**src/rtl/hazard_pkg.sv**
```systemverilog
// Shared definitions for the hazard scoreboard: forwarding select
// encodings and the halt/drain FSM state type.
package hazard_pkg;

    localparam logic [1:0] FWD_RF = 2'b00;
    localparam logic [1:0] FWD_W  = 2'b01;
    localparam logic [1:0] FWD_M  = 2'b10;

    typedef enum logic [1:0] {
        RUN    = 2'd0,
        DRAIN  = 2'd1,
        HALTED = 2'd2
    } hs_state_e;

endpackage

```
**src/rtl/hazard_scoreboard_if.sv**
```systemverilog
// Pipeline <-> hazard unit bundle. master = pipeline (drives stage
// info, consumes controls); slave = hazard unit.
interface hazard_scoreboard_if #(
    parameter int RAW  = 5,
    parameter int NSRC = 2,
    parameter int SCW  = 32
);
    logic [NSRC*RAW-1:0] src_d;
    logic [NSRC*RAW-1:0] src_e;
    logic [RAW-1:0]      wr_reg_e;
    logic [RAW-1:0]      wr_reg_m;
    logic [RAW-1:0]      wr_reg_w;
    logic                wr_en_e;
    logic                wr_en_m;
    logic                wr_en_w;
    logic                ld_e;
    logic                ld_m;
    logic                br_d;
    logic                br_taken_d;
    logic                jump_d;
    logic                md_d;
    logic [RAW-1:0]      md_dst_d;
    logic                halt_req;
    logic [NSRC*2-1:0]   fwd_e;
    logic [NSRC-1:0]     fwd_d;
    logic                stall_f;
    logic                stall_d;
    logic                flush_d;
    logic                flush_e;
    logic                md_wb;
    logic                halted;
    logic [SCW-1:0]      stall_cnt;

    modport master (
        output src_d, src_e, wr_reg_e, wr_reg_m, wr_reg_w,
        output wr_en_e, wr_en_m, wr_en_w, ld_e, ld_m,
        output br_d, br_taken_d, jump_d, md_d, md_dst_d, halt_req,
        input  fwd_e, fwd_d, stall_f, stall_d, flush_d, flush_e,
        input  md_wb, halted, stall_cnt
    );

    modport slave (
        input  src_d, src_e, wr_reg_e, wr_reg_m, wr_reg_w,
        input  wr_en_e, wr_en_m, wr_en_w, ld_e, ld_m,
        input  br_d, br_taken_d, jump_d, md_d, md_dst_d, halt_req,
        output fwd_e, fwd_d, stall_f, stall_d, flush_d, flush_e,
        output md_wb, halted, stall_cnt
    );

endinterface

```
**src/rtl/hs_scoreboard.sv**
```systemverilog
// MUL/DIV pending-register scoreboard and latency counter.
// Ports: clk, reset, issue, md_dst_d in; pending, md_busy, md_wb out.
module hs_scoreboard
    import hazard_pkg::*;
#(
    parameter int RAW    = 5,
    parameter int MD_LAT = 4
) (
    input  logic              clk,
    input  logic              reset,
    input  logic              issue,
    input  logic [RAW-1:0]    md_dst_d,
    output logic [2**RAW-1:0] pending,
    output logic              md_busy,
    output logic              md_wb
);

    localparam logic [3:0] LAT = 4'(MD_LAT);

    logic [3:0]         cnt;
    logic [RAW-1:0]     dst_q;
    logic [2**RAW-1:0]  pend_nxt;

    assign md_busy = (cnt != 4'd0);
    assign md_wb   = (cnt == 4'd1);

    // Clear before set so a same-register reissue on the
    // writeback cycle keeps the register pending.
    always_comb begin
        pend_nxt = pending;
        if (md_wb)
            pend_nxt[dst_q] = 1'b0;
        if (issue && (md_dst_d != '0))
            pend_nxt[md_dst_d] = 1'b1;
    end

    always_ff @(posedge clk) begin
        if (reset) begin
            cnt     <= 4'd0;
            dst_q   <= '0;
            pending <= '0;
        end else begin
            pending <= pend_nxt;
            if (issue) begin
                cnt   <= LAT;
                dst_q <= md_dst_d;
            end else if (md_busy) begin
                cnt <= cnt - 4'd1;
            end
        end
    end

endmodule

```
**src/rtl/hazard_scoreboard.sv**
```systemverilog
// 5-stage hazard unit: forwarding, stalls, flushes, MUL/DIV scoreboard,
// halt/drain FSM, stall counter. Ports: clk, reset, bus (slave).
module hazard_scoreboard
    import hazard_pkg::*;
#(
    parameter int RAW    = 5,
    parameter int NSRC   = 2,
    parameter int MD_LAT = 4,
    parameter int SCW    = 32
) (
    input logic                clk,
    input logic                reset,
    hazard_scoreboard_if.slave bus
);

    logic [2**RAW-1:0] pending;
    logic              md_busy;
    logic              md_wb;
    logic              stall;
    logic              issue;
    hs_state_e         state;
    hs_state_e         state_nxt;
    logic [1:0]        dcnt;
    logic [SCW-1:0]    scnt;

    hs_scoreboard #(
        .RAW    (RAW),
        .MD_LAT (MD_LAT)
    ) u_sb (
        .clk      (clk),
        .reset    (reset),
        .issue    (issue),
        .md_dst_d (bus.md_dst_d),
        .pending  (pending),
        .md_busy  (md_busy),
        .md_wb    (md_wb)
    );

    always_comb begin
        logic [RAW-1:0] se;
        logic [RAW-1:0] sd;
        bus.fwd_e = '0;
        bus.fwd_d = '0;
        for (int k = 0; k < NSRC; k++) begin
            se = bus.src_e[k*RAW +: RAW];
            sd = bus.src_d[k*RAW +: RAW];
            if (se != '0 && se == bus.wr_reg_m && bus.wr_en_m)
                bus.fwd_e[k*2 +: 2] = FWD_M;
            else if (se != '0 && se == bus.wr_reg_w && bus.wr_en_w)
                bus.fwd_e[k*2 +: 2] = FWD_W;
            else
                bus.fwd_e[k*2 +: 2] = FWD_RF;
            bus.fwd_d[k] = (sd != '0) && (sd == bus.wr_reg_m)
                         && bus.wr_en_m && !bus.ld_m;
        end
    end

    // The writeback cycle frees the unit, so a queued MUL/DIV may go.
    always_comb begin
        logic [RAW-1:0] s;
        stall = bus.md_d && md_busy && !md_wb;
        for (int k = 0; k < NSRC; k++) begin
            s = bus.src_d[k*RAW +: RAW];
            if (s != '0) begin
                if (bus.ld_e && bus.wr_en_e && s == bus.wr_reg_e)
                    stall = 1'b1;
                if (bus.br_d && bus.wr_en_e && s == bus.wr_reg_e)
                    stall = 1'b1;
                if (bus.br_d && bus.ld_m && s == bus.wr_reg_m)
                    stall = 1'b1;
                if (pending[s])
                    stall = 1'b1;
            end
        end
    end

    assign issue        = bus.md_d && !stall && (state == RUN);
    assign bus.stall_f  = stall || (state != RUN);
    assign bus.stall_d  = stall || (state == HALTED);
    assign bus.flush_e  = stall;
    assign bus.flush_d  = (state == DRAIN) ||
                          ((bus.jump_d || (bus.br_d && bus.br_taken_d))
                           && !bus.stall_d);
    assign bus.md_wb    = md_wb;
    assign bus.halted   = (state == HALTED);
    assign bus.stall_cnt = scnt;

    always_comb begin
        state_nxt = state;
        unique case (state)
            RUN: begin
                if (bus.halt_req)
                    state_nxt = DRAIN;
            end
            DRAIN: begin
                if (!bus.halt_req)
                    state_nxt = RUN;
                else if (dcnt == 2'd2 && !md_busy)
                    state_nxt = HALTED;
            end
            HALTED: begin
                if (!bus.halt_req)
                    state_nxt = RUN;
            end
            default: state_nxt = RUN;
        endcase
    end

    // dcnt == 2 marks the third DRAIN cycle.
    always_ff @(posedge clk) begin
        if (reset) begin
            state <= RUN;
            dcnt  <= 2'd0;
            scnt  <= '0;
        end else begin
            state <= state_nxt;
            if (state != DRAIN)
                dcnt <= 2'd0;
            else if (dcnt != 2'd2)
                dcnt <= dcnt + 2'd1;
            if (bus.stall_d && scnt != '1)
                scnt <= scnt + SCW'(1);
        end
    end

endmodule
```
**src/flat_wrapper.sv**
```systemverilog
// flat-port wrapper written by rule: the top's interface ports become plain ports
module hazard_scoreboard_flat import hazard_pkg::*;
#(
    parameter int RAW    = 5,
    parameter int NSRC   = 2,
    parameter int MD_LAT = 4,
    parameter int SCW    = 32
)
  (clk, reset, bus_src_d, bus_src_e, bus_wr_reg_e, bus_wr_reg_m, bus_wr_reg_w, bus_wr_en_e, bus_wr_en_m, bus_wr_en_w, bus_ld_e, bus_ld_m, bus_br_d, bus_br_taken_d, bus_jump_d, bus_md_d, bus_md_dst_d, bus_halt_req, bus_fwd_e, bus_fwd_d, bus_stall_f, bus_stall_d, bus_flush_d, bus_flush_e, bus_md_wb, bus_halted, bus_stall_cnt);
  hazard_scoreboard_if #(.RAW(RAW), .NSRC(NSRC), .SCW(SCW)) bus_i ();
  input logic clk;
  input logic reset;
  input wire logic [$bits(bus_i.src_d)-1:0] bus_src_d;
  input wire logic [$bits(bus_i.src_e)-1:0] bus_src_e;
  input wire logic [$bits(bus_i.wr_reg_e)-1:0] bus_wr_reg_e;
  input wire logic [$bits(bus_i.wr_reg_m)-1:0] bus_wr_reg_m;
  input wire logic [$bits(bus_i.wr_reg_w)-1:0] bus_wr_reg_w;
  input wire logic [$bits(bus_i.wr_en_e)-1:0] bus_wr_en_e;
  input wire logic [$bits(bus_i.wr_en_m)-1:0] bus_wr_en_m;
  input wire logic [$bits(bus_i.wr_en_w)-1:0] bus_wr_en_w;
  input wire logic [$bits(bus_i.ld_e)-1:0] bus_ld_e;
  input wire logic [$bits(bus_i.ld_m)-1:0] bus_ld_m;
  input wire logic [$bits(bus_i.br_d)-1:0] bus_br_d;
  input wire logic [$bits(bus_i.br_taken_d)-1:0] bus_br_taken_d;
  input wire logic [$bits(bus_i.jump_d)-1:0] bus_jump_d;
  input wire logic [$bits(bus_i.md_d)-1:0] bus_md_d;
  input wire logic [$bits(bus_i.md_dst_d)-1:0] bus_md_dst_d;
  input wire logic [$bits(bus_i.halt_req)-1:0] bus_halt_req;
  output wire logic [$bits(bus_i.fwd_e)-1:0] bus_fwd_e;
  output wire logic [$bits(bus_i.fwd_d)-1:0] bus_fwd_d;
  output wire logic [$bits(bus_i.stall_f)-1:0] bus_stall_f;
  output wire logic [$bits(bus_i.stall_d)-1:0] bus_stall_d;
  output wire logic [$bits(bus_i.flush_d)-1:0] bus_flush_d;
  output wire logic [$bits(bus_i.flush_e)-1:0] bus_flush_e;
  output wire logic [$bits(bus_i.md_wb)-1:0] bus_md_wb;
  output wire logic [$bits(bus_i.halted)-1:0] bus_halted;
  output wire logic [$bits(bus_i.stall_cnt)-1:0] bus_stall_cnt;
  assign bus_i.src_d = bus_src_d;
  assign bus_i.src_e = bus_src_e;
  assign bus_i.wr_reg_e = bus_wr_reg_e;
  assign bus_i.wr_reg_m = bus_wr_reg_m;
  assign bus_i.wr_reg_w = bus_wr_reg_w;
  assign bus_i.wr_en_e = bus_wr_en_e;
  assign bus_i.wr_en_m = bus_wr_en_m;
  assign bus_i.wr_en_w = bus_wr_en_w;
  assign bus_i.ld_e = bus_ld_e;
  assign bus_i.ld_m = bus_ld_m;
  assign bus_i.br_d = bus_br_d;
  assign bus_i.br_taken_d = bus_br_taken_d;
  assign bus_i.jump_d = bus_jump_d;
  assign bus_i.md_d = bus_md_d;
  assign bus_i.md_dst_d = bus_md_dst_d;
  assign bus_i.halt_req = bus_halt_req;
  assign bus_fwd_e = bus_i.fwd_e;
  assign bus_fwd_d = bus_i.fwd_d;
  assign bus_stall_f = bus_i.stall_f;
  assign bus_stall_d = bus_i.stall_d;
  assign bus_flush_d = bus_i.flush_d;
  assign bus_flush_e = bus_i.flush_e;
  assign bus_md_wb = bus_i.md_wb;
  assign bus_halted = bus_i.halted;
  assign bus_stall_cnt = bus_i.stall_cnt;
  hazard_scoreboard #(.RAW(RAW), .NSRC(NSRC), .MD_LAT(MD_LAT), .SCW(SCW)) u_core (.clk(clk), .reset(reset), .bus(bus_i));
endmodule
```
**config.mk**
```make
export PLATFORM = sky130hd
export DESIGN_NAME = hazard_scoreboard_flat
export DESIGN_NICKNAME = d
export VERILOG_FILES = /design/src/rtl/hazard_pkg.sv /design/src/rtl/hazard_scoreboard_if.sv /design/src/rtl/hs_scoreboard.sv /design/src/rtl/hazard_scoreboard.sv /design/src/flat_wrapper.sv
export SDC_FILE = /design/constraint.sdc
export NUM_CORES = 1
export LEC_CHECK = 0
export BUFFER_PORTS_ARGS = -buffer_cell sky130_fd_sc_hd__buf_2
export CAP_MARGIN = 20
export CORE_MARGIN = 4
export CORE_UTILIZATION = 30
export CTS_CLUSTER_SIZE = 20
export DETAILED_ROUTE_END_ITERATION = 8
export RECOVER_POWER = 50
export SETUP_SLACK_MARGIN = 0.15
export SLEW_MARGIN = 40
export SYNTH_ARGS = -nofsm -noshare
export SYNTH_HDL_FRONTEND = slang
export SYNTH_HIERARCHICAL = 1
export SYNTH_SLANG_ARGS = --single-unit
```
**constraint.sdc**
```tcl
create_clock -name clk -period 4.15 [get_ports clk]
set_input_delay 0.83 -clock clk [delete_from_list [all_inputs] [get_ports clk]]
set_output_delay 0.83 -clock clk [all_outputs]
set_load 0.005 [all_outputs]
```
# Word level (Yosys, flattened, before mapping)
# Cells that the tools add are included.
# classes
n_mux	31
addsub	3
n_reduce_logical	55
eq_ne	18
n_bitwise	3
n_lt_le_gt_ge	6
# ops
op	n
$mux 32	2
$eq 5x5->1	8
$logic_and 1x1->1	34
$add 32x1->32 const B	1
$and 32x32->32	1
$ne 32x32->1 const B	1
$not 32->32	1
$or 32x32->32	1
$reduce_bool 5->1	5
$lt 5x6->1 const B	4
$mux 1	16
$mux 2	6
$bmux 1 s5	2
$demux 1 s5	2
$ge 5x1->1 const B	2
$mux 3	2
$ne 2x2->1 const B	3
$pmux 2 s3	1
$logic_not 1->1	5
$eq 2x2->1 const B	2
$eq 4x1->1 const B	1
$logic_or 1x1->1	4
$reduce_bool 2->1	2
$reduce_bool 4->1	1
other kinds (8)	9
# totals
inputBits	52
wordCells	123
reg_bits	77
out_inout_bits	44

# Depth between registers and ports, before layout
# Gate-level depths: netlist of run 1.
# logic_depth
word_depth	18
depth_mapped	13
mapped_depth_nobuf	11

# Modules after synthesis
# Netlist of run 1, hierarchy kept.
# by_module_without_submodules
module	area_per_inst_um2	cells_each	seq_area_each_um2	instances
hazard_scoreboard	2985.4	349	720.7	1
hs_scoreboard	1803.0	204	820.8	1

# Worst setup path before layout of run 1
# Ideal clock, no wire load.
# synth_path
path_type	input port to output port
startpoint	input bus_src_d[6]
endpoint	output bus_flush_d
t_required_ns	3.320
path_slack_ns	0.310
path_stages	9
arrival_time_ns	3.010
path_buffers	1
path_cell_list	clkbuf_1 mux4_2 mux2_2 a221o_1 and3_4 nor4_4 inv_2 nor2_1 maj3_1
# synth_between
elab_chain_cells	11
# synth_rtl
element	line	text
start: declaration	flat_wrapper.sv:13	input wire logic [$bits(bus_i.src_d)-1:0] bus_src_d;
$eq 5x5->1	hazard_scoreboard.sv:65, hazard_scoreboard.sv:67	
$logic_and 1x1->1	hazard_scoreboard.sv:65	if (bus.ld_e && bus.wr_en_e && s == bus.wr_reg_e)
$mux 1	hazard_scoreboard.sv:65	
$mux 1	hazard_scoreboard.sv:67	if (bus.br_d && bus.wr_en_e && s == bus.wr_reg_e)
$mux 1	hazard_scoreboard.sv:69	if (bus.br_d && bus.ld_m && s == bus.wr_reg_m)
$mux 1	hazard_scoreboard.sv:71	if (pending[s])
$mux 1 (*)	hazard_scoreboard.sv:64	if (s != '0) begin
net bus_flush_e	flat_wrapper.sv:34	output wire logic [$bits(bus_i.flush_e)-1:0] bus_flush_e;
$logic_or 1x1->1 (*)	hazard_scoreboard.sv:79	assign bus.stall_d = stall || (state == HALTED);
$logic_not 1->1 (*)	hazard_scoreboard.sv:83	&& !bus.stall_d);
$logic_and 1x1->1 (*)	hazard_scoreboard.sv:83	
$logic_or 1x1->1 (*)	hazard_scoreboard.sv:81	assign bus.flush_d = (state == DRAIN) ||
end: declaration	flat_wrapper.sv:33	output wire logic [$bits(bus_i.flush_d)-1:0] bus_flush_d;
# Mark *: on every way through the listed nets, which the timed path passes. The rest lies on a longest branch. The select of a mux whose other input is x is not followed.

# Worst setup path after layout of run 1
# layout_path
startpoint	input bus_src_d[5]
endpoint	output bus_flush_d
# layout_between
elab_chain_cells	11
# layout_rtl
element	line
$eq 5x5->1	hazard_scoreboard.sv:65, hazard_scoreboard.sv:67
$logic_and 1x1->1	hazard_scoreboard.sv:65
$mux 1	hazard_scoreboard.sv:65
$mux 1	hazard_scoreboard.sv:67
$mux 1	hazard_scoreboard.sv:69
$mux 1	hazard_scoreboard.sv:71
$mux 1 (*)	hazard_scoreboard.sv:64
$logic_or 1x1->1 (*)	hazard_scoreboard.sv:79
$logic_not 1->1 (*)	hazard_scoreboard.sv:83
$logic_and 1x1->1 (*)	hazard_scoreboard.sv:83
$logic_or 1x1->1 (*)	hazard_scoreboard.sv:81
# Every way passes the cells marked *; elsewhere a longest branch is shown, timed or not. The select of a mux whose other input is x is not followed.

==> metrics.md, run 1 <==
| Metric | Value |
|---|---|
| Status | `finished with violations` |
| Failing checks | `max-capacitance violations, max-slew violations` |
| Clk pwr share | `39.5%` |
| Chip width | `134 um` |
| Async SR Flop Fraction | `0%` |
| Grt ovf | `0` |
| Unique masters post-synth | `57` |
| Seq pwr share | `38.6%` |
| Gate power share | `22.0%` |
| WS Path Type | `input port to output pin` |
| Cts hold-fix bufs | `0` |
| Worst-Skew Late Latency | `0.33 ns` |
| Worst slew pin tran | `2.07 ns` |
| Row count | `45` |
| Port bufs | `95` |
| CP top delay family | `multiplexers` |
| Vias in the first global route | `3,964` |
| Hold path start | `u_core/dcnt[1]` |
| ANT nets after route | `0` |
| Register Area | `0.00154 mm^2` |
| TritonCTS clock tree | `done` |
| Synthesis Warnings | `6` |
| GPL Wtd Cong | `0.828` |
| Placed wire-length estimate | `10,200 um` |
| Core Box Area | `0.0154 mm^2` |
| DRT Wirelength | `13,800 um` |
| Fin. Hold Viols | `0` |
| Number of fillers in the final layout | `1,632` |
| Setup tns final | `0 ns` |
| Most common cell after layout, fill and taps aside | `dfxtp_1` |
| Met2 Usage GRT | `22.3%` |
| Die height | `134 um` |
| Psw | `0.610 mW` |
| Wire length of the first global-routing pass | `21,500 um` |
| GRT busiest layer | `met2` |
| Antenna violations before repair | `0` |
| Peak supply drop | `0.210 mV` |
| Fin. max-slew vios | `48` |
| DR vias/cell | `5.13` |
| P_leak | `2.08 nW` |
| Worst Skew | `0.00625 ns` |
| # DRC | `0` |
| Most frequent cells in the layout | `77 x dfxtp_1, 71 x buf_2, 59 x o21ai_1` |
| Sequential share of the synthesized area | `32.2%` |
| Max_cap viols | `1` |
| FF+latch count, synth | `77` |
| CP arrival | `3.12 ns` |
| Post-synth EDFFs | `0` |
| GR Util All Layers | `14.6%` |
| Kind of end point of the critical path | `output pin` |
| Post-synthesis net count | `609` |
| Met3 Use GR | `2.48%` |
| Die Area | `0.0180 mm^2` |
| Initial Util | `31.0%` |
| Total Power | `2.12 mW` |
| Worst setup startpoint | `bus_src_d[5]` |
| Pint | `1.51 mW` |
| Multi-input logic area | `0.00307 mm^2` |
| Layout net count | `697` |
| Slowest stage delay, CP | `0.50 ns` |
| Synth Instances | `553` |
| H-tree depth | `3` |
| Antenna fix cells | `0` |
| F_max | `253 MHz` |
| Max clock buf depth | `2` |
| Synthesis-to-finish area growth | `21.4%` |
| Wire length per cell | `16.1 um` |
| RSZ-0062 raised after global routing | `false` |
| DRT Pass-1 Iters | `4` |
| Cells along the critical path | `buf_6 -> mux4_2 -> mux2_2 -> a221o_1 -> and3_4 -> nor4_4 -> clkinv_1 -> nor2_2 -> maj3_2 -> buf_2` |
| Setup violations, final | `0` |
| CTS root buffer | `clkbuf_16` |
| Syn avg cell area | `8.66 um^2` |
| Data required, critical path | `3.32 ns` |
| Switching part of the total | `28.7%` |
| Bufs and invs on worst path | `3` |
| Most used DFF post-synth | `dfxtp_1` |
| Share of layout cells above drive strength 1 | `20.8%` |
| Worst Hold Class | `flop to flop` |
| CTS buffer count | `9` |
| Met1 usage | `21.3%` |
| RR Startpoint | `u_core/u_sb/cnt[1]` |
| Fin crit share | `95.3%` |
| Startpoint types | `input port` |
| CTS sink count | `77` |
| CP Max Fanout | `5` |
| Max_slew headroom | `-37.9%` |
| Fin crit period | `3.95 ns` |
| Power per cell area | `365 mW/mm^2` |
| Largest net degree at the start of global routing | `48` |
| DR iter-0 viols | `303` |
| CTS clk-pin slew, worst paths | `0.06 ns` |
| I/O pin count | `96` |
| Synth Cell Area | `0.00479 mm^2` |
| CP max-delay cell | `mux4_2` |
| Via count | `4,392` |
[routing by layer]
layer  share of wire, %  wire length [um]
met5                  0                 0
met4                1.2               162
met3                5.9               818
met2                 44              6100
met1                 49              6710
[layout make-up]
type / count / area share (%)
Tap cell: 211 / 4.54
Clock buffer: 11 / 4.18
Clock inverter: 4 / 1.25
Multi-Input combinational cell: 436 / 52.8
Inverter: 9 / 0.581
Sequential cell: 77 / 26.5
Timing Repair Buffer: 108 / 10.1
[synth_stat cells, types with 5 or more instances]
cell type	number	area share [%]
nand2_1	25	2.0
and3_1	8	1.0
inv_1	8	0.63
dfxtp_1	77	32
nand2b_1	8	1.0
o21ai_0	15	1.6
or4_1	9	1.4
nor2b_1	36	4.7
nand4b_1	5	0.91
buf_2	7	0.73
xnor2_1	29	5.3
a21oi_1	26	2.7
nor3_1	14	1.5
mux4_2	16	7.5
o21ai_1	59	6.2
nand4bb_1	5	1.2
mux2i_1	9	1.9
clkbuf_1	20	1.6
nor2_1	42	3.3
or3_1	10	1.3
nand3b_1	7	1.1
nor4_1	5	0.65
nand3_1	19	2.0
nand4_1	10	1.3
xor2_1	22	4.0
mux2_2	7	1.6
[registers in the layout, indices dropped and copies added, names as in the netlist]
signal,count
u_core/bus.stall_cnt,32
u_core/u_sb/cnt,4
u_core/u_sb/pending,32
u_core/u_sb/dst_q,5
u_core/state,2
u_core/dcnt,2
[worst min-delay path, cell delays in order (launching register included)]
cell and delay (ns):
dfxtp_1 0.33, a21oi_1 0.07, nor2_1 0.07
[worst paths after layout]
kind                            end  slack, ns  cells past startpoint
max                     bus_flush_d       0.20                     10
min                  u_core/dcnt[1]       0.50                      2
max reg2reg  u_core/u_sb/pending[1]       0.93                     12
min reg2reg          u_core/dcnt[1]       0.50                      2
[through the flow]
step	instance area [um^2]	setup slack, ns	hold slack (ns)	util (%)	std cells
3_5_place_dp	5480	0.0699	0.489	35.5	839
2_1_floorplan	4790	0.310	0.463	-	553
4_1_cts	5800	0.192	0.497	37.6	854
3_3_place_gp	5480	0.115	0.482	35.5	839
5_1_grt	5810	0.0921	0.505	37.7	856
6_report	5810	0.196	0.497	37.7	856
[power by group through the flow]
stage / clock, mW / combinational (mW) / sequential (mW)
2_1_floorplan: 0 / 0.331 / 0.816
3_3_place_gp: 0 / 0.463 / 0.832
3_5_place_dp: 0 / 0.466 / 0.833
4_1_cts: 0.853 / 0.467 / 0.818
5_1_grt: 0.884 / 0.509 / 0.824
6_report: 0.838 / 0.466 / 0.819
[logic make-up after synthesis]
kind of cell | synth area share, %
AOI/OAI and AO/OA | 15.1
DFF | 32.2
and+or+nand+nor | 27.3
adders and majority gates | 1.25
buffers and inverters | 3.79
muxes | 11.1
xor gates and xnor gates | 9.33
[timing repair]
| item | in CTS | in global routing |
|---|---|---|
| endpoints found under the setup margin | 3 | 3 |
| endpoints found under the hold margin | 0 | 0 |
| pin swaps | 1 | 2 |
| cloned | 0 | 0 |
| setup buffers | 0 | 2 |
| gates resized for setup | 2 | 8 |
No activity file was read; power rests on OpenSTA's default activity.
==> run 2, diff against run 1 <==
Settings changed: ABC_AREA from default to 1.
==> run 2 against run 1 <==
The run now ends clean. Critical endpoint is now bus_stall_f. Global-route usage rose by 1.9 points. Synthesized cell count rose by 59%. Cell count rose by 38%. Sequential share of layout area fell by 1.9 points. Largest power group is now registers. Worst setup slack improved by 0.50 ns. Routed wire length rose by 24%. Flip-flop and latch count did not move. Non-clock buffer count fell by 8. Critical path depth rose by 2. Design area rose by 7.8%. Fmax rose by 14%.
==> metrics.md, run 2 <==
| Metric | Value |
|---|---|
| Largest family of logic cells by synthesized area | `simple AND/OR/NAND/NOR gates` |
| Status | `complete, no violations` |
| Place WS | `0.558 ns` |
| ANT nets after route | `0` |
| Setup tns final | `0 ns` |
| Layout net count | `1,012` |
| CTS buffer count | `9` |
| Cts hold-fix bufs | `0` |
| Syn avg cell area | `6.17 um^2` |
| Wire length of the first global-routing pass | `27,600 um` |
| Max_slew headroom | `3.60%` |
| Initial Util | `30.9%` |
| Synth Instances | `879` |
| Most frequent cell after synthesis | `nand2_1` |
| CP max-delay cell | `buf_2` |
| CTS root buffer | `clkbuf_16` |
| Data required, critical path | `3.32 ns` |
| Post-synthesis mux area share | `0%` |
| Compound-Gate Fraction of Synth Area | `10.3%` |
| Synth Cell Area | `0.00543 mm^2` |
| Placed wire-length estimate | `12,900 um` |
| Placed Cells | `1,170` |
| Largest net degree at the start of global routing | `35` |
| H-tree depth | `3` |
| Die Area | `0.0203 mm^2` |
| Kind of end point of the critical path | `output pin` |
| Vias in the first global route | `5,397` |
| Synth area leader | `dfxtp_1` |
| Fin. Hold Viols | `0` |
| R2R setup slack | `1.11 ns` |
| Post-synth EDFFs | `0` |
| Synth Area in XOR/XNOR | `9.04%` |
| Clk pwr share | `36.8%` |
| Port bufs | `95` |
| Power per cell area | `330 mW/mm^2` |
| Worst setup startpoint | `bus_src_d[5]` |
| TritonCTS clock tree | `done` |
| Sequential share of the synthesized area | `28.4%` |
| P_leak | `2.50 nW` |
| Worst-Skew Late Latency | `0.33 ns` |
| Setup violations, final | `0` |
| Grt ovf | `0` |
| DR vias/cell | `4.92` |
| F_max | `289 MHz` |
| Chip width | `142 um` |
| Startpoint types | `input port` |
| Worst Skew | `0.0111 ns` |
| Adder-cell share of the synthesized area | `0.922%` |
| DRT Wirelength | `17,100 um` |
| Unique masters post-synth | `37` |
| Worst slew pin tran | `1.45 ns` |
| Most frequent cells in the layout | `262 x nand2_1, 99 x nand3_1, 91 x inv_1` |
| Wire length per cell | `14.4 um` |
| RR Startpoint | `u_core/u_sb/cnt[0]` |
| CP Max Fanout | `27` |
| Antenna fix cells | `0` |
| Antenna violations before repair | `1` |
| Synthesis Warnings | `6` |
| Max clock buf depth | `2` |
| Synthesis-to-finish area growth | `15.4%` |
| Fin crit share | `83.3%` |
| RSZ-0062 raised after global routing | `false` |
| Most used DFF post-synth | `dfxtp_1` |
| Fin. max-slew vios | `0` |
| Min Hold Slack | `0.463 ns` |
| Simple logic cell fraction of the synthesized area | `41.2%` |
| Top post-synthesis cells by area | `dfxtp_1 28%, nand2_1 18%, nand3_1 9.1%, a21oi_1 7.0%, xor2_1 6.5%` |
| Gate power share | `24.0%` |
| CP most frequent cell | `nand3_1` |
| Cts repair resizes | `0` |
| Max_cap viols | `0` |
| Slowest stage delay, CP | `0.39 ns` |
| Final setup margin | `0.691 ns` |
| Number of fillers in the final layout | `1,952` |
| Core Box Area | `0.0175 mm^2` |
| Die height | `142 um` |
| GR Util All Layers | `16.5%` |
| Critical path endpoint | `bus_stall_f` |
| Multi-input logic area | `0.00333 mm^2` |
| Reg-to-Reg End | `u_core/u_sb/pending[24]` |
| Share of layout cells above drive strength 1 | `9.49%` |
| CTS sink count | `77` |
| Via count | `5,820` |
| Peak supply drop | `0.186 mV` |
| I/O pin count | `96` |
| Synth top cells by count | `262 x nand2_1, 99 x nand3_1, 91 x inv_1` |
| DRT Pass-1 Iters | `5` |
| Seq pwr share | `39.2%` |
| Async SR Flop Fraction | `0%` |
| WS Path Type | `input port to output pin` |
| Switching part of the total | `32.3%` |
| Most common cell after layout, fill and taps aside | `nand2_1` |
| Psw | `0.668 mW` |
| Post-CTS Setup Bufs | `0` |
| Row count | `48` |
| Final core utilization | `35.7%` |
| R2R cell count | `17` |
| CP arrival | `2.63 ns` |
| Fin crit period | `3.46 ns` |
| GPL Wtd Cong | `0.959` |
| Worst Hold Class | `flop to flop` |
| Cells along the critical path | `buf_2 -> clkinv_1 -> nand2_1 -> nand3_1 -> nand3_1 -> nand3_1 -> nand3_1 -> nand2_1 -> nand2_1 -> nand2_2 -> nand3_1 -> buf_2` |
| Pint | `1.40 mW` |
| Post-synthesis net count | `935` |
| DR iter-0 viols | `584` |
| # DRC | `0` |
| Share of the synthesized area in the top cell type | `28.4%` |
| FF+latch count, synth | `77` |
| Register Area | `0.00154 mm^2` |
| CTS clk-pin slew, worst paths | `0.05 ns` |
| Fin cells | `1,184` |
==> run 2: cell type report <==
class	instances	area share, %
Multi-Input combinational cell	671	53.2
Sequential cell	77	24.6
Timing Repair Buffer	100	7.37
Inverter	97	5.81
Tap cell	225	4.49
Clock buffer	12	3.94
Clock inverter	2	0.559
==> run 2: how the worst min path moves through the flow <==
stage / start / endpoint / slack, ns / depth (start not counted)
finish: u_core/u_sb/pending[27] / u_core/u_sb/pending[27] / 0.46 / 2
global route: u_core/u_sb/pending[14] / u_core/u_sb/pending[14] / 0.48 / 2
CTS: u_core/u_sb/pending[27] / u_core/u_sb/pending[27] / 0.46 / 2
floorplan: u_core/u_sb/pending[0] / u_core/u_sb/pending[0] / 0.43 / 2
global placement: u_core/u_sb/pending[28] / u_core/u_sb/pending[28] / 0.45 / 2
detailed placement: u_core/u_sb/pending[27] / u_core/u_sb/pending[27] / 0.45 / 2
==> run 2: logic make-up after synthesis <==
logic type	count (synthesis)
buf+inv	131
simple gates	508
flops	77
xor+xnor	56
compound gates	103
fa+ha+maj	4
==> run 2: through the flow <==
step / area (um^2) / power [mW]
2_1_floorplan: 5430 / 1.18
3_3_place_gp: 6030 / 1.33
3_5_place_dp: 6030 / 1.33
4_1_cts: 6310 / 2.09
5_1_grt: 6260 / 2.19
6_report: 6260 / 2.07
==> run 2: critical path: cells and delay by family <==
kind,cells,cell delay (ns)
buf+inv,3,0.93
simple gates,9,0.84
==> run 2: power by group through the flow <==
stage,Sequential (mW),Combinational [mW],Clock [mW]
detailed placement,0.827,0.501,0
CTS,0.811,0.505,0.778
finish,0.811,0.496,0.762
global placement,0.827,0.500,0
global route,0.817,0.564,0.806
floorplan,0.814,0.365,0
==> run 2: metal layers <==
metal | GRT usage, % | part of all wire (%) | vias up
met5 | 0 | 0.076 | -
met4 | 4.95 | 1.6 | 2
met3 | 4.13 | 8.2 | 19
met2 | 24.7 | 42 | 185
met1 | 23.4 | 48 | 2603
li1 | - | - | 3011
==> run 3, diff against run 2 <==
Clock period 4.15 ns to 3.1 ns, I/O delays scaled along.
==> run 3 against run 2 <==
The run now ends with max-capacitance violations, max-slew violations left. Die area unchanged. Non-clock buffer count increased by 10. Via count increased by 1.8%. Critical endpoint is now bus_flush_d.
==> metrics.md, run 3 (same netlist as run 2, synthesis figures left out) <==
| Metric | Value |
|---|---|
| Status | `finished with violations` |
| Failing checks | `max-capacitance violations, max-slew violations` |
| Fin. Hold Viols | `0` |
| Max_cap viols | `1` |
| # DRC | `0` |
| R2R setup slack | `0.49 ns` |
| Placed Cells | `1,180` |
| CTS sink count | `77` |
| DRT Pass-1 Iters | `5` |
| RSZ-0062 raised after global routing | `false` |
| CP most frequent cell | `nand3_1` |
| Fin cells | `1,196` |
| Antenna violations before repair | `2` |
| Setup tns final | `0 ns` |
| Register Area | `0.00154 mm^2` |
| Place WS | `0.0778 ns` |
| Kind of end point of the critical path | `output pin` |
| Area after DPL | `0.00611 mm^2` |
| TritonCTS clock tree | `done` |
| Wire length of the first global-routing pass | `28,600 um` |
| Slowest stage delay, CP | `0.25 ns` |
| Placed wire-length estimate | `13,600 um` |
| Wire length per cell | `14.6 um` |
| Largest net degree at the start of global routing | `37` |
| Final core utilization | `36.2%` |
| Fin. max-slew vios | `37` |
| Fin crit period | `2.78 ns` |
| CP arrival | `2.16 ns` |
| Power per cell area | `435 mW/mm^2` |
| Startpoint types | `input port` |
| H-tree depth | `3` |
| WS Path Type | `input port to output pin` |
| GPL Wtd Cong | `0.917` |
| Hold path start | `u_core/u_sb/pending[4]` |
| Initial Util | `30.9%` |
| Setup violations, final | `0` |
| Share of layout cells above drive strength 1 | `11.2%` |
| Antenna fix cells | `0` |
| Max clock buf depth | `2` |
| Worst-Skew Late Latency | `0.34 ns` |
| Fin crit share | `89.6%` |
| Multi-input logic area | `0.00333 mm^2` |
| R2R cell count | `16` |
| CP Max Fanout | `20` |
| Layout net count | `1,022` |
| Final setup margin | `0.323 ns` |
| Worst Skew | `0.00945 ns` |
| Port bufs | `95` |
| CTS root buffer | `clkbuf_16` |
| Die height | `142 um` |
| DRT Wirelength | `17,400 um` |
| Row count | `48` |
| Via count | `5,926` |
| Hold EP | `u_core/u_sb/pending[4]` |
| Chip width | `142 um` |
| CP max-delay cell | `clkbuf_4` |
| I/O pin count | `96` |
| Reg-to-Reg End | `u_core/u_sb/pending[23]` |
| F_max | `360 MHz` |
| CTS clk-pin slew, worst paths | `0.06 ns` |
| Worst Hold Class | `flop to flop` |
| RR Startpoint | `u_core/u_sb/cnt[0]` |
| P_leak | `2.56 nW` |
| Finished Cell Area | `0.00635 mm^2` |
| Grt ovf | `0` |
| Peak supply drop | `0.264 mV` |
| DR iter-0 viols | `537` |
| Data required, critical path | `2.48 ns` |
| Worst slew pin tran | `1.72 ns` |
| Cells along the critical path | `clkbuf_4 -> clkinv_1 -> buf_4 -> nand2_1 -> nand3_1 -> nand3_1 -> nand3_1 -> nand3_1 -> nand2_1 -> nand2_1 -> nand2_2 -> nand3_4 -> o21ai_0 -> buf_2` |
| GR Util All Layers | `17.2%` |
| Number of fillers in the final layout | `1,967` |
| Die Area | `0.0203 mm^2` |
| Max_slew headroom | `-14.8%` |
| DR vias/cell | `4.95` |
| Core Box Area | `0.0175 mm^2` |
| Vias in the first global route | `5,486` |
| Synthesis-to-finish area growth | `17.0%` |
| ANT nets after route | `0` |
| Most common cell after layout, fill and taps aside | `nand2_1` |
| Hold Crit Depth | `2` |
| Most frequent cells in the layout | `262 x nand2_1, 98 x nand3_1, 89 x inv_1` |
| CTS buffer count | `9` |
## run 3: cell types whose count changed in the layout (fill, tap and decap cells not counted), sizes merged
| cell | before | now |
|---|---|---|
| buf | 62 | 72 |
| clkinv | 2 | 5 |
| clkinvlp | 0 | 3 |
| clkbuf | 50 | 48 |
| bufinv | 1 | 0 |
| inv | 96 | 95 |
## run 3: where the power goes
group          total (mW)  switching (mW)  internal, mW
Sequential           1.08          0.0473          1.03
Combinational       0.702           0.474         0.228
Clock               0.978           0.418         0.560
Total                2.76           0.939          1.82
## run 3: layout make-up
type | count | share of cell area, %
inverter | 97 | 5.87
multi-input combinational | 671 | 52.5
tap | 225 | 4.43
clock buffer | 10 | 3.76
clock inverter | 6 | 0.611
sequential | 77 | 24.3
timing repair buffer | 110 | 8.53
## run 3: critical path, delay by kind of cell
kind	cells	cell delay (ns)
simple gates	9	0.76
compound gates	1	0.07
buf+inv	4	0.70
## run 3: timing repair
action / in CTS / in global routing
hold buffers: 0 / 0
resized for setup: 0 / 9
setup buffers: 0 / 0
setup endpoints to repair: 0 / 31
## run 3: worst max path at each step
stage / start / endpoint / slack, ns / depth (start not counted)
floorplan: bus_src_d[1] / bus_flush_d / 0.47 / 9
global placement: bus_src_d[0] / u_core/u_sb/pending[13] / 0.15 / 15
detailed placement: bus_src_d[0] / u_core/u_sb/pending[27] / 0.08 / 15
CTS: bus_src_d[5] / bus_stall_f / 0.16 / 14
global route: u_core/u_sb/cnt[1] / bus_stall_f / 0.09 / 13
finish: bus_src_d[5] / bus_flush_d / 0.32 / 14
## run 3: metal layers
metal	global-route usage [%]	vias to the layer above	routed length, um
met2	25.4	205	7170
met5	0	-	21
li1	-	3040	-
met3	3.80	30	1340
met1	24.8	2647	8550
met4	5.25	4	335
## run 3: through the flow
step / hold slack, ns / power (mW)
final: 0.463 / 2.76
after global routing: 0.480 / 2.93
after CTS: 0.464 / 2.79
after detailed placement: 0.456 / 1.80
after global placement: 0.449 / 1.80
after floorplan: 0.434 / 1.58
